### config.mk
export PLATFORM = sky130hd
export DESIGN_NAME = cache_tag_match
export DESIGN_NICKNAME = d
export VERILOG_FILES = /design/src/rtl/cache_pkg.sv /design/src/rtl/plru_tree4.sv /design/src/rtl/cache_tag_match.sv
export SDC_FILE = /design/constraint.sdc
export NUM_CORES = 1
export LEC_CHECK = 0
export CORE_MARGIN = 2
export CORE_UTILIZATION = 30
export CTS_CLUSTER_SIZE = 24
export DETAILED_ROUTE_END_ITERATION = 6
export PLACE_DENSITY = 0.61
export SYNTH_ARGS = -nofsm -noshare
export SYNTH_HDL_FRONTEND = slang
export SYNTH_SLANG_ARGS = --single-unit
### constraint.sdc
create_clock -name i_clk -period 6.4 [get_ports i_clk]
set_input_delay 1.28 -clock i_clk [delete_from_list [all_inputs] [get_ports i_clk]]
set_output_delay 1.28 -clock i_clk [all_outputs]
set_load 0.01 [all_outputs]
### src/rtl/cache_pkg.sv
// Shared definitions for the cache lookup stage.
//   WAYS        fixed associativity (4)
//   PLRU_BITS   tree pseudo-LRU bits per set [b0 root, b1 ways0/1, b2 ways2/3]
//   way_oh_t    one-hot way vector
//   plru_t      per-set PLRU tree state
//   Entry layout, LSB up: data, tag, dirty, lru, valid (MSB); helpers below
//   return field offsets and widths from the configuration parameters.
package cache_pkg;

   localparam int unsigned WAYS      = 4;
   localparam int unsigned PLRU_BITS = 3;

   typedef logic [WAYS-1:0]      way_oh_t;
   typedef logic [PLRU_BITS-1:0] plru_t;

   function automatic int unsigned data_bits(input int unsigned line_bytes);
      return line_bytes * 8;
   endfunction

   function automatic int unsigned tag_lsb(input int unsigned line_bytes);
      return data_bits(line_bytes);
   endfunction

   function automatic int unsigned dirty_lsb(input int unsigned line_bytes,
                                             input int unsigned tag_w);
      return tag_lsb(line_bytes) + tag_w;
   endfunction

   function automatic int unsigned lru_lsb(input int unsigned line_bytes,
                                           input int unsigned tag_w,
                                           input int unsigned dirty_w);
      return dirty_lsb(line_bytes, tag_w) + dirty_w;
   endfunction

   function automatic int unsigned valid_lsb(input int unsigned line_bytes,
                                             input int unsigned tag_w,
                                             input int unsigned dirty_w,
                                             input int unsigned lru_w);
      return lru_lsb(line_bytes, tag_w, dirty_w) + lru_w;
   endfunction

   function automatic int unsigned entry_bits(input int unsigned line_bytes,
                                              input int unsigned tag_w,
                                              input int unsigned dirty_w,
                                              input int unsigned lru_w,
                                              input int unsigned valid_w);
      return valid_lsb(line_bytes, tag_w, dirty_w, lru_w) + valid_w;
   endfunction

endpackage

### src/rtl/plru_tree4.sv
// Combinational 4-way tree pseudo-LRU for one set.
//   cur_state   tree state of the set being touched
//   touch_way   one-hot way to mark most recently used
//   touch_en    apply the touch
//   req_state   tree state of the set being looked up
//   bypass      look up through the freshly updated state (same set touched now)
//   next_state  cur_state after the touch
//   victim      one-hot way the tree currently points at
module plru_tree4
   import cache_pkg::*;
(
   input  plru_t   cur_state,
   input  way_oh_t touch_way,
   input  logic    touch_en,
   input  plru_t   req_state,
   input  logic    bypass,
   output plru_t   next_state,
   output way_oh_t victim
);

   plru_t walk_state;

   // Touch: point every bit on the path away from the touched way.
   always_comb begin
      next_state = cur_state;
      if (touch_en) begin
         case (touch_way)
            4'b0001: begin next_state[0] = 1'b1; next_state[1] = 1'b1; end
            4'b0010: begin next_state[0] = 1'b1; next_state[1] = 1'b0; end
            4'b0100: begin next_state[0] = 1'b0; next_state[2] = 1'b1; end
            4'b1000: begin next_state[0] = 1'b0; next_state[2] = 1'b0; end
            default: next_state = cur_state;
         endcase
      end
   end

   // Victim walk: root picks a half, the half's bit picks the way.
   always_comb begin
      walk_state = bypass ? next_state : req_state;
      victim     = '0;
      if (!walk_state[0]) begin
         victim = walk_state[1] ? 4'b0010 : 4'b0001;
      end else begin
         victim = walk_state[2] ? 4'b1000 : 4'b0100;
      end
   end

endmodule

### src/rtl/cache_tag_match.sv
// Lookup stage of the 4-way set-associative cache: tag compare against the
// set's entries, registered hit-way / victim one-hots, per-set tree PLRU.
// Optional feature macro: CACHE_TAG_MATCH_STATS_EN adds saturating hit/miss
// counters (o_hit_cnt, o_miss_cnt).
// Ports:
//   i_clk, i_rst_n                 clock, async active-low reset
//   i_req_valid / o_req_ready      request handshake
//   i_req_tag, i_req_index         lookup key
//   i_way_entry                    4 entries of the indexed set, way w at [w*ENTRY_BITS +: ENTRY_BITS]
//   o_rsp_valid / i_rsp_ready      response handshake
//   o_hit, o_way_sel, o_multi_hit  hit status, one-hot hit way (lowest match)
//   o_victim_sel, o_victim_dirty   replacement way and its dirty bit
//   o_index                        registered set index
module cache_tag_match
   import cache_pkg::*;
#(
   parameter int unsigned LINE_SIZE_BYTES = 4,
   parameter int unsigned TAG_BITS        = 18,
   parameter int unsigned INDEX_BITS      = 6,
   parameter int unsigned VALID_BITS      = 1,
   parameter int unsigned LRU_BITS        = 1,
   parameter int unsigned DIRTY_BITS      = 1
)(
   input  logic                                   i_clk,
   input  logic                                   i_rst_n,
   input  logic                                   i_req_valid,
   output logic                                   o_req_ready,
   input  logic [TAG_BITS-1:0]                    i_req_tag,
   input  logic [INDEX_BITS-1:0]                  i_req_index,
   input  logic [WAYS*entry_bits(LINE_SIZE_BYTES, TAG_BITS, DIRTY_BITS,
                                 LRU_BITS, VALID_BITS)-1:0] i_way_entry,
   output logic                                   o_rsp_valid,
   input  logic                                   i_rsp_ready,
   output logic                                   o_hit,
   output logic [WAYS-1:0]                        o_way_sel,
   output logic [WAYS-1:0]                        o_victim_sel,
   output logic                                   o_victim_dirty,
   output logic                                   o_multi_hit,
   output logic [INDEX_BITS-1:0]                  o_index
`ifdef CACHE_TAG_MATCH_STATS_EN
   ,
   output logic [31:0]                            o_hit_cnt,
   output logic [31:0]                            o_miss_cnt
`endif
);

   localparam int unsigned DATA_BITS  = data_bits(LINE_SIZE_BYTES);
   localparam int unsigned TAG_LSB    = tag_lsb(LINE_SIZE_BYTES);
   localparam int unsigned DIRTY_LSB  = dirty_lsb(LINE_SIZE_BYTES, TAG_BITS);
   localparam int unsigned LRU_LSB    = lru_lsb(LINE_SIZE_BYTES, TAG_BITS, DIRTY_BITS);
   localparam int unsigned VALID_LSB  = valid_lsb(LINE_SIZE_BYTES, TAG_BITS, DIRTY_BITS, LRU_BITS);
   localparam int unsigned ENTRY_BITS = entry_bits(LINE_SIZE_BYTES, TAG_BITS, DIRTY_BITS,
                                                   LRU_BITS, VALID_BITS);
   localparam int unsigned SETS       = 1 << INDEX_BITS;

   logic                  accept;
   logic                  rsp_hs;
   logic [ENTRY_BITS-1:0] entry;
   way_oh_t               way_valid;
   way_oh_t               way_dirty;
   way_oh_t               match;
   way_oh_t               hit_way_c;
   way_oh_t               free_way_c;
   way_oh_t               plru_victim;
   way_oh_t               victim_c;
   way_oh_t               touch_way;
   logic                  hit_found;
   logic                  free_found;
   logic                  multi_c;
   logic                  victim_dirty_c;
   logic                  bypass;
   logic                  unused_fields;
   plru_t                 plru_q [SETS];
   plru_t                 plru_next;

   assign o_req_ready = !o_rsp_valid || i_rsp_ready;
   assign accept      = i_req_valid && o_req_ready;
   assign rsp_hs      = o_rsp_valid && i_rsp_ready;

   // Per-way field decode and tag compare; data and lru fields pass through untouched.
   always_comb begin
      entry         = '0;
      way_valid     = '0;
      way_dirty     = '0;
      match         = '0;
      unused_fields = 1'b0;
      for (int w = 0; w < int'(WAYS); w++) begin
         entry         = i_way_entry[w*ENTRY_BITS +: ENTRY_BITS];
         way_valid[w]  = |entry[VALID_LSB +: VALID_BITS];
         way_dirty[w]  = |entry[DIRTY_LSB +: DIRTY_BITS];
         match[w]      = way_valid[w] && (entry[TAG_LSB +: TAG_BITS] == i_req_tag);
         unused_fields = unused_fields ^ (^entry[DATA_BITS-1:0]) ^ (^entry[LRU_LSB +: LRU_BITS]);
      end
   end

   // Lowest matching way and lowest invalid way.
   always_comb begin
      hit_way_c  = '0;
      free_way_c = '0;
      hit_found  = 1'b0;
      free_found = 1'b0;
      for (int w = 0; w < int'(WAYS); w++) begin
         if (match[w] && !hit_found) begin
            hit_way_c[w] = 1'b1;
            hit_found    = 1'b1;
         end
         if (!way_valid[w] && !free_found) begin
            free_way_c[w] = 1'b1;
            free_found    = 1'b1;
         end
      end
   end

   // More than one bit set in match.
   assign multi_c        = |(match & (match - way_oh_t'(1)));
   assign victim_c       = free_found ? free_way_c : plru_victim;
   assign victim_dirty_c = |(victim_c & way_dirty);

   // Update uses the handshaking response; lookup forwards it when the set collides.
   assign touch_way = o_hit ? o_way_sel : o_victim_sel;
   assign bypass    = rsp_hs && (i_req_index == o_index);

   plru_tree4 u_plru (
      .cur_state  (plru_q[o_index]),
      .touch_way  (touch_way),
      .touch_en   (rsp_hs),
      .req_state  (plru_q[i_req_index]),
      .bypass     (bypass),
      .next_state (plru_next),
      .victim     (plru_victim)
   );

   // PLRU state array.
   always_ff @(posedge i_clk or negedge i_rst_n) begin
      if (!i_rst_n) begin
         for (int s = 0; s < int'(SETS); s++) begin
            plru_q[s] <= '0;
         end
      end else if (rsp_hs) begin
         plru_q[o_index] <= plru_next;
      end
   end

   // Response register: loads on accept, holds until the downstream takes it.
   always_ff @(posedge i_clk or negedge i_rst_n) begin
      if (!i_rst_n) begin
         o_rsp_valid    <= 1'b0;
         o_hit          <= 1'b0;
         o_way_sel      <= '0;
         o_victim_sel   <= '0;
         o_victim_dirty <= 1'b0;
         o_multi_hit    <= 1'b0;
         o_index        <= '0;
      end else if (accept) begin
         o_rsp_valid    <= 1'b1;
         o_hit          <= hit_found;
         o_way_sel      <= hit_way_c;
         o_victim_sel   <= victim_c;
         o_victim_dirty <= victim_dirty_c;
         o_multi_hit    <= multi_c;
         o_index        <= i_req_index;
      end else if (rsp_hs) begin
         o_rsp_valid    <= 1'b0;
      end
   end

`ifdef CACHE_TAG_MATCH_STATS_EN
   logic [31:0] hit_cnt_q;
   logic [31:0] miss_cnt_q;

   // Saturating hit/miss counters, counted at response handshake.
   always_ff @(posedge i_clk or negedge i_rst_n) begin
      if (!i_rst_n) begin
         hit_cnt_q  <= '0;
         miss_cnt_q <= '0;
      end else if (rsp_hs) begin
         if (o_hit && (hit_cnt_q != 32'hFFFF_FFFF)) begin
            hit_cnt_q <= hit_cnt_q + 32'd1;
         end
         if (!o_hit && (miss_cnt_q != 32'hFFFF_FFFF)) begin
            miss_cnt_q <= miss_cnt_q + 32'd1;
         end
      end
   end

   assign o_hit_cnt  = hit_cnt_q;
   assign o_miss_cnt = miss_cnt_q;
`endif

endmodule

# Word-level counts from Yosys, hierarchy flattened
# Cells that the tools add are included.
[classes] mux=35 eq_ne=9 reduce_logical=29 bitwise=4 add_sub_neg=1 order_cmp=3
[op_table] cell="bitwise mux 192 bit" count=1
[op_table] cell="== test 18 bit" count=4
[op_table] cell="binary-select mux 3 bit (select 6 bit)" count=2
[op_table] cell="two-way mux 3 bit" count=7
[op_table] cell="demux 3 bit (select 6 bit)" count=1
[op_table] cell="two-way mux 1 bit" count=16
[op_table] cell="two-way mux 4 bit" count=4
[op_table] cell="greater-or-equal comparator 7 bit (second input constant)" count=2
[op_table] cell="logical AND 1 bit" count=14
[op_table] cell="inverter 6 -> 7 bit" count=2
[op_table] cell="logical NOT 1 bit" count=9
[op_table] cell="bitwise AND 4 bit" count=2
[op_table] cell="OR reduction 4 bit" count=2
[op_table] cell="less-than comparator 7 x 1 -> 1 bit (second input constant)" count=1
[op_table] cell="== test 6 bit" count=1
[op_table] cell="one-hot mux 1 bit (2 select lines)" count=3
[op_table] cell="== test 4 x 1 -> 1 bit (second input constant)" count=1
[op_table] cell="== test 4 x 2 -> 1 bit (second input constant)" count=1
[op_table] cell="== test 4 x 3 -> 1 bit (second input constant)" count=1
[op_table] cell="== test 4 bit (second input constant)" count=1
[op_table] cell="OR reduction 2 bit" count=2
[op_table] cell="subtractor 4 x 1 -> 4 bit (second input constant)" count=1
[op_table] cell="two-way mux 2 bit" count=1
[op_table] cell="nonzero test 2 bit" count=1
[op_table] cell="logical OR 1 bit" count=1
[word_totals] regBits=210 wordCells=152 output_inout_bits=19

# Depth between registers and ports, before layout
[depth] word_depth=12 ltp_mapped=13 mapped_depth_nobuf=10

# By module
# Synthesis repeated with hierarchy kept, for this count alone.
[unflattened] cells_unflattened=986 hier_area_um2=12440.7
[by_module_without_submodules] module="cache_tag_match" cells_per_inst=958 instances=1 area_per_inst_um2=12265.5
[by_module_without_submodules] module="plru_tree4" cells_per_inst=28 instances=1 area_per_inst_um2=175.2

# Least setup slack after synthesis
# OpenSTA, ideal clock, no wires.
[synth_path] path_type="input to register" startpoint="input i_req_index[1]" endpoint="register o_victim_dirty" path_stages=11 setup_slack_ps=2760 n_path_buf=2 arrival_time_ps=3511 cell_sequence="buf_2 -> clkbuf_1 -> mux4_2 -> a22oi_1 -> a21oi_1 -> a211oi_1 -> a21oi_1 -> mux2_2 -> mux2_1 -> a211oi_1 -> a31oi_1"
[synth_via] elab_chain_cells=10 word_cells_on_any_way=13 cone_classes="eq/ne: 1; mux: 8; bitwise: 2; reduce/logical: 2"
[synth_lines] element="start: declaration" line="cache_tag_match.sv:29" text="input logic [INDEX_BITS-1:0] i_req_index,"
[synth_lines] element="inverter 6 -> 7 bit (implied by the code)" line="cache_tag_match.sv:127" text=".req_state (plru_q[i_req_index]),"
[synth_lines] element="binary-select mux 3 bit (select 6 bit)" line="cache_tag_match.sv:127"
[synth_lines] element="two-way mux 3 bit (implied by the code) (2 in a row)" line="cache_tag_match.sv:127"
[synth_lines] element="two-way mux 3 bit (*)" line="plru_tree4.sv:39" text="walk_state = bypass ? next_state : req_state;"
[synth_lines] element="two-way mux 2 bit or two-way mux 4 bit (tied branches)" line="plru_tree4.sv:42, plru_tree4.sv:44"
[synth_lines] element="two-way mux 4 bit (*)" line="plru_tree4.sv:41" text="if (!walk_state[0]) begin"
[synth_lines] element="two-way mux 4 bit (*)" line="cache_tag_match.sv:116" text="assign victim_c = free_found ? free_way_c : plru_victim;"
[synth_lines] element="bitwise AND 4 bit (*)" line="cache_tag_match.sv:117" text="assign victim_dirty_c = |(victim_c & way_dirty);"
[synth_lines] element="OR reduction 4 bit (*)" line="cache_tag_match.sv:117"
[synth_lines] element="end signal: assignment" line="cache_tag_match.sv:159" text="o_victim_dirty <= victim_dirty_c;"
[synth_lines] element="end: declaration" line="cache_tag_match.sv:37" text="output logic o_victim_dirty,"
# Every way passes the cells marked *; elsewhere a longest branch is shown, timed or not. The select of a mux whose other input is x is not followed.
# A chain may end at the register's enable or synchronous reset.

# Worst setup path after layout
[layout_path] startpoint="register o_index[2]" endpoint="register plru_q[5] in the netlist's numbering"
[layout_via] elab_chain_cells=7 word_cells_on_any_way=12 cone_classes="order compare: 2; mux: 8; bitwise: 1; reduce/logical: 1"
[layout_lines] element="start: declaration" line="cache_tag_match.sv:39" text="output logic [INDEX_BITS-1:0] o_index"
[layout_lines] element="start signal: assignment" line="cache_tag_match.sv:161" text="o_index <= i_req_index;"
[layout_lines] element="inverter 6 -> 7 bit (implied by the code) (*)" line="cache_tag_match.sv:124, cache_tag_match.sv:140"
[layout_lines] element="binary-select mux 3 bit (select 6 bit)" line="cache_tag_match.sv:124" text=".cur_state (plru_q[o_index]),"
[layout_lines] element="two-way mux 3 bit (implied by the code) (2 in a row)" line="cache_tag_match.sv:124"
[layout_lines] element="one-hot mux 1 bit (2 select lines)" line="plru_tree4.sv:27" text="case (touch_way)"
[layout_lines] element="two-way mux 3 bit" line="plru_tree4.sv:26" text="if (touch_en) begin"
[layout_lines] element="bitwise mux 192 bit (*)" line="cache_tag_match.sv:140" text="plru_q[o_index] <= plru_next;"
[layout_lines] element="end signal: indexed assignment" line="cache_tag_match.sv:140"
[layout_lines] element="end: declaration" line="cache_tag_match.sv:73" text="plru_t plru_q [SETS];"
# Marked as above.

==> results.md <==
- Mapped Area: 0.0123 sq mm
- Worst R2R Start: o_index[2]$_DFFE_PN0P_
- Placer congestion estimate: 0.928
- Critical path launch point: o_index[2]$_DFFE_PN0P_
- Max FO, Critical Path: 35
- Die Height: 206 microns
- Clock skew: 0.0157 ns
- CP bufs+invs: 2
- PwrDens: 324 mW/mm^2
- M3 GR Usage: 2.74%
- Syn avg cell area: 10.7 sq um
- Delay-heaviest family, CP: buffers and inverters
- Clock Tree Buf Depth: 3
- Fin. Hold Viols: 0
- Max Clk Rate: 232 MHz
- Final core occ: 36.6%
- Leak Pwr: 6.13 nW
- # IOs: 259
- Synth Net Count: 1389
- Post-Synth XOR/XNOR Area: 5.64%
- Maxcap violations: 0
- Status: finished, final reports clean
- Worst reg2reg path depth: 9
- DR WL/cell: 21.4 microns
- Pins Over Slew Limit: 0
- Initial antenna violation count: 0
- Vias per cell: 5.42
- Main area contributors after synthesis: dfrtp_1 43%, mux4_2 14%, nor2_1 6.8%, mux2_2 6.5%, a21oi_1 6.0%
- Synth cell types: 56
- Final min period: 4.32 ns
- Synth Area in Adders: 0.0816%
- Compound-Gate Fraction of Synth Area: 11.6%
- CTS tree: built
- Async SR Flop Fraction: 100%
- Synth area leader: dfrtp_1
- Count leader, synth: nor2_1
- Die ar.: 0.0425 sq mm
- Starting Density: 30.2%
- Worst-margin pin slew: 1.04 ns
- Largest net degree at the start of global routing: 118
- Post-CTS resize count: 0
- Root Driver: clkbuf_16
- I/O Buffers: 126
- Global Route Usage Sum: 17.8%
- Simple-Gate Fraction of Synth Area: 12.7%
- DRC viols: 0
- Final ANT Viol Nets: 0
- Crit-path max cell delay: 0.85 ns
- Yosys warns: 0
- Global Route met2 Usage: 27.8%
- HPWL after DPL: 26900 microns
- Critical path endpoint: plru_q[5]$_DFFE_PN0P_
- Iteration-0 DRC count of the detailed router: 949
- Worst slew margin: 30.4%
- Hold Buf Count CTS: 0
- Combinational family with the most area after synthesis: multiplexers
- # clock sinks: 210
- Share of the synthesized area in the top cell type: 42.8%
- Number of global-route vias before repair: 9447
- CP Data Required Time: 6.79 ns
- First-pass DRT Iterations: 5
- Crit path depth: 9
- Clk pin slew, worst setup/hold paths: 0.06 ns
- Worst-Skew Late Latency: 0.53 ns
- P&R area growth vs syn: 21.0%
- Top cells by count, synth: 222 x nor2_1, 210 x dfrtp_1, 146 x a21oi_1, 75 x mux4_2, 71 x mux2_2
- Core area: 0.0406 sq mm
- Syn Inst Count: 1149
- Postcts setup bufs: 0
- GR Overflow Total: 0
- Number of diodes: 0
- Critical path endpoint category: register
- RSZ-0062 raised after global routing: no
- Crit Path Category: reg2reg
- Final WS setup: 2.08 ns
- Core Rows: 74
- Finish-stage setup viols: 0
- CP startpoint kind: register
- Total negative slack: 0 ns
- Main flop type after synthesis: dfrtp_1
- CP arrival: 4.71 ns
- Layout cells sized above 1: 16.9%
- Htree depth: 1
- DP Worst Slack: 1.66 ns
- Sequential cell area fraction in the yosys report: 42.8%
- Post-synth EDFFs: 0
- End of the worst register-to-register path: plru_q[5]$_DFFE_PN0P_
- Total Wirelength: 38400 microns
- Reg2Reg Setup Slack: 2.08 ns
- Die width: 206 microns
- Vias post-DR: 9729
- Critical Path, Cell by Cell: buf_4 > mux2_1 > a21oi_1 > nand3b_1 > a2111oi_0 > nand2_1 > nand2_2 > buf_4 > a21oi_1
- Nets@finish: 1484
- First-pass GRT wire length: 58000 microns
- Max IR drop VDD: 184 uV
- Worst hold path class: reg2reg
- CTS buffer count: 25
- Tcrit/Tclk final: 67.5%
- Multiplexer share of the synthesized area: 23.9%
- #FFs+latches synth: 210
- GR Util met1: 24.7%
- Gr busiest metal: met2
- Max stage delay cell, worst path: dfrtp_2
## cells in the final DEF (no fill, tap or decap), drive strengths merged, types with 18 or more instances in the layout
master / n
dfrtp: 210
clkbuf: 37
nor2: 222
mux2i: 37
mux2: 77
nand2: 44
xor2: 49
mux4: 75
a21oi: 146
clkdlybuf4s50: 123
xnor2: 30
a22oi: 18
## flip-flops by register name, summed over array words and instances, names as in the netlist
name	count
o_multi_hit	1
o_rsp_valid	1
o_index	6
o_hit	1
o_victim_sel	4
o_way_sel	4
plru_q	192
o_victim_dirty	1
## logic make-up (layout without fill, tap and decap cells)
group | Yosys count | in the layout
buf+inv | 78 | 192
compound gates | 238 | 238
fa+ha+maj | 1 | 1
mux | 189 | 189
simple gates | 354 | 354
xor+xnor | 79 | 79
flops | 210 | 210
## area by class of cell
class                           count  area [sq um]
Tap cell                          532           666
Fill cell                        4005         25700
Timing Repair Buffer              140          1360
Sequential cell                   210          5260
Clock inverter                     10           160
Clock buffer                       36           727
Multi-Input combinational cell    861          6640
Inverter                            6          22.5
## how the worst min path moves through the flow
stage,start,endpoint,slack (ns),cells after the start
finish,o_multi_hit$_DFFE_PN0P_,o_multi_hit$_DFFE_PN0P_,0.49,1
floorplan,plru_q[109]$_DFFE_PN0P_,plru_q[109]$_DFFE_PN0P_,0.49,1
global placement,o_multi_hit$_DFFE_PN0P_,o_multi_hit$_DFFE_PN0P_,0.46,1
global route,o_multi_hit$_DFFE_PN0P_,o_multi_hit$_DFFE_PN0P_,0.51,1
detailed placement,o_multi_hit$_DFFE_PN0P_,o_multi_hit$_DFFE_PN0P_,0.47,1
CTS,o_multi_hit$_DFFE_PN0P_,o_multi_hit$_DFFE_PN0P_,0.49,1
## layer usage
metal | routed length, microns | vias up
met5 | 0 | -
met4 | 1570 | 0
met3 | 2200 | 88
met2 | 18200 | 353
met1 | 16500 | 4886
li1 | - | 4402
## where the power goes
part	internal, W	switching, W	leakage [nW]
Sequential	0.00164	0.000305	2.80
Clock	0.000951	0.000579	0.440
Combinational	0.000634	0.000693	2.89
## per-stage QoR
step           hold WS [ns]  cell area [sq um]  power [W]  instances
3_3_place_gp          0.465              13900    0.00323       1749
4_1_cts               0.487              14800    0.00481       1795
2_1_floorplan         0.491              12300    0.00278       1149
3_5_place_dp          0.472              13900    0.00327       1749
6_report              0.488              14800    0.00480       1795
5_1_grt               0.511              14800    0.00503       1795
No activity file was read; power rests on OpenSTA's default activity.
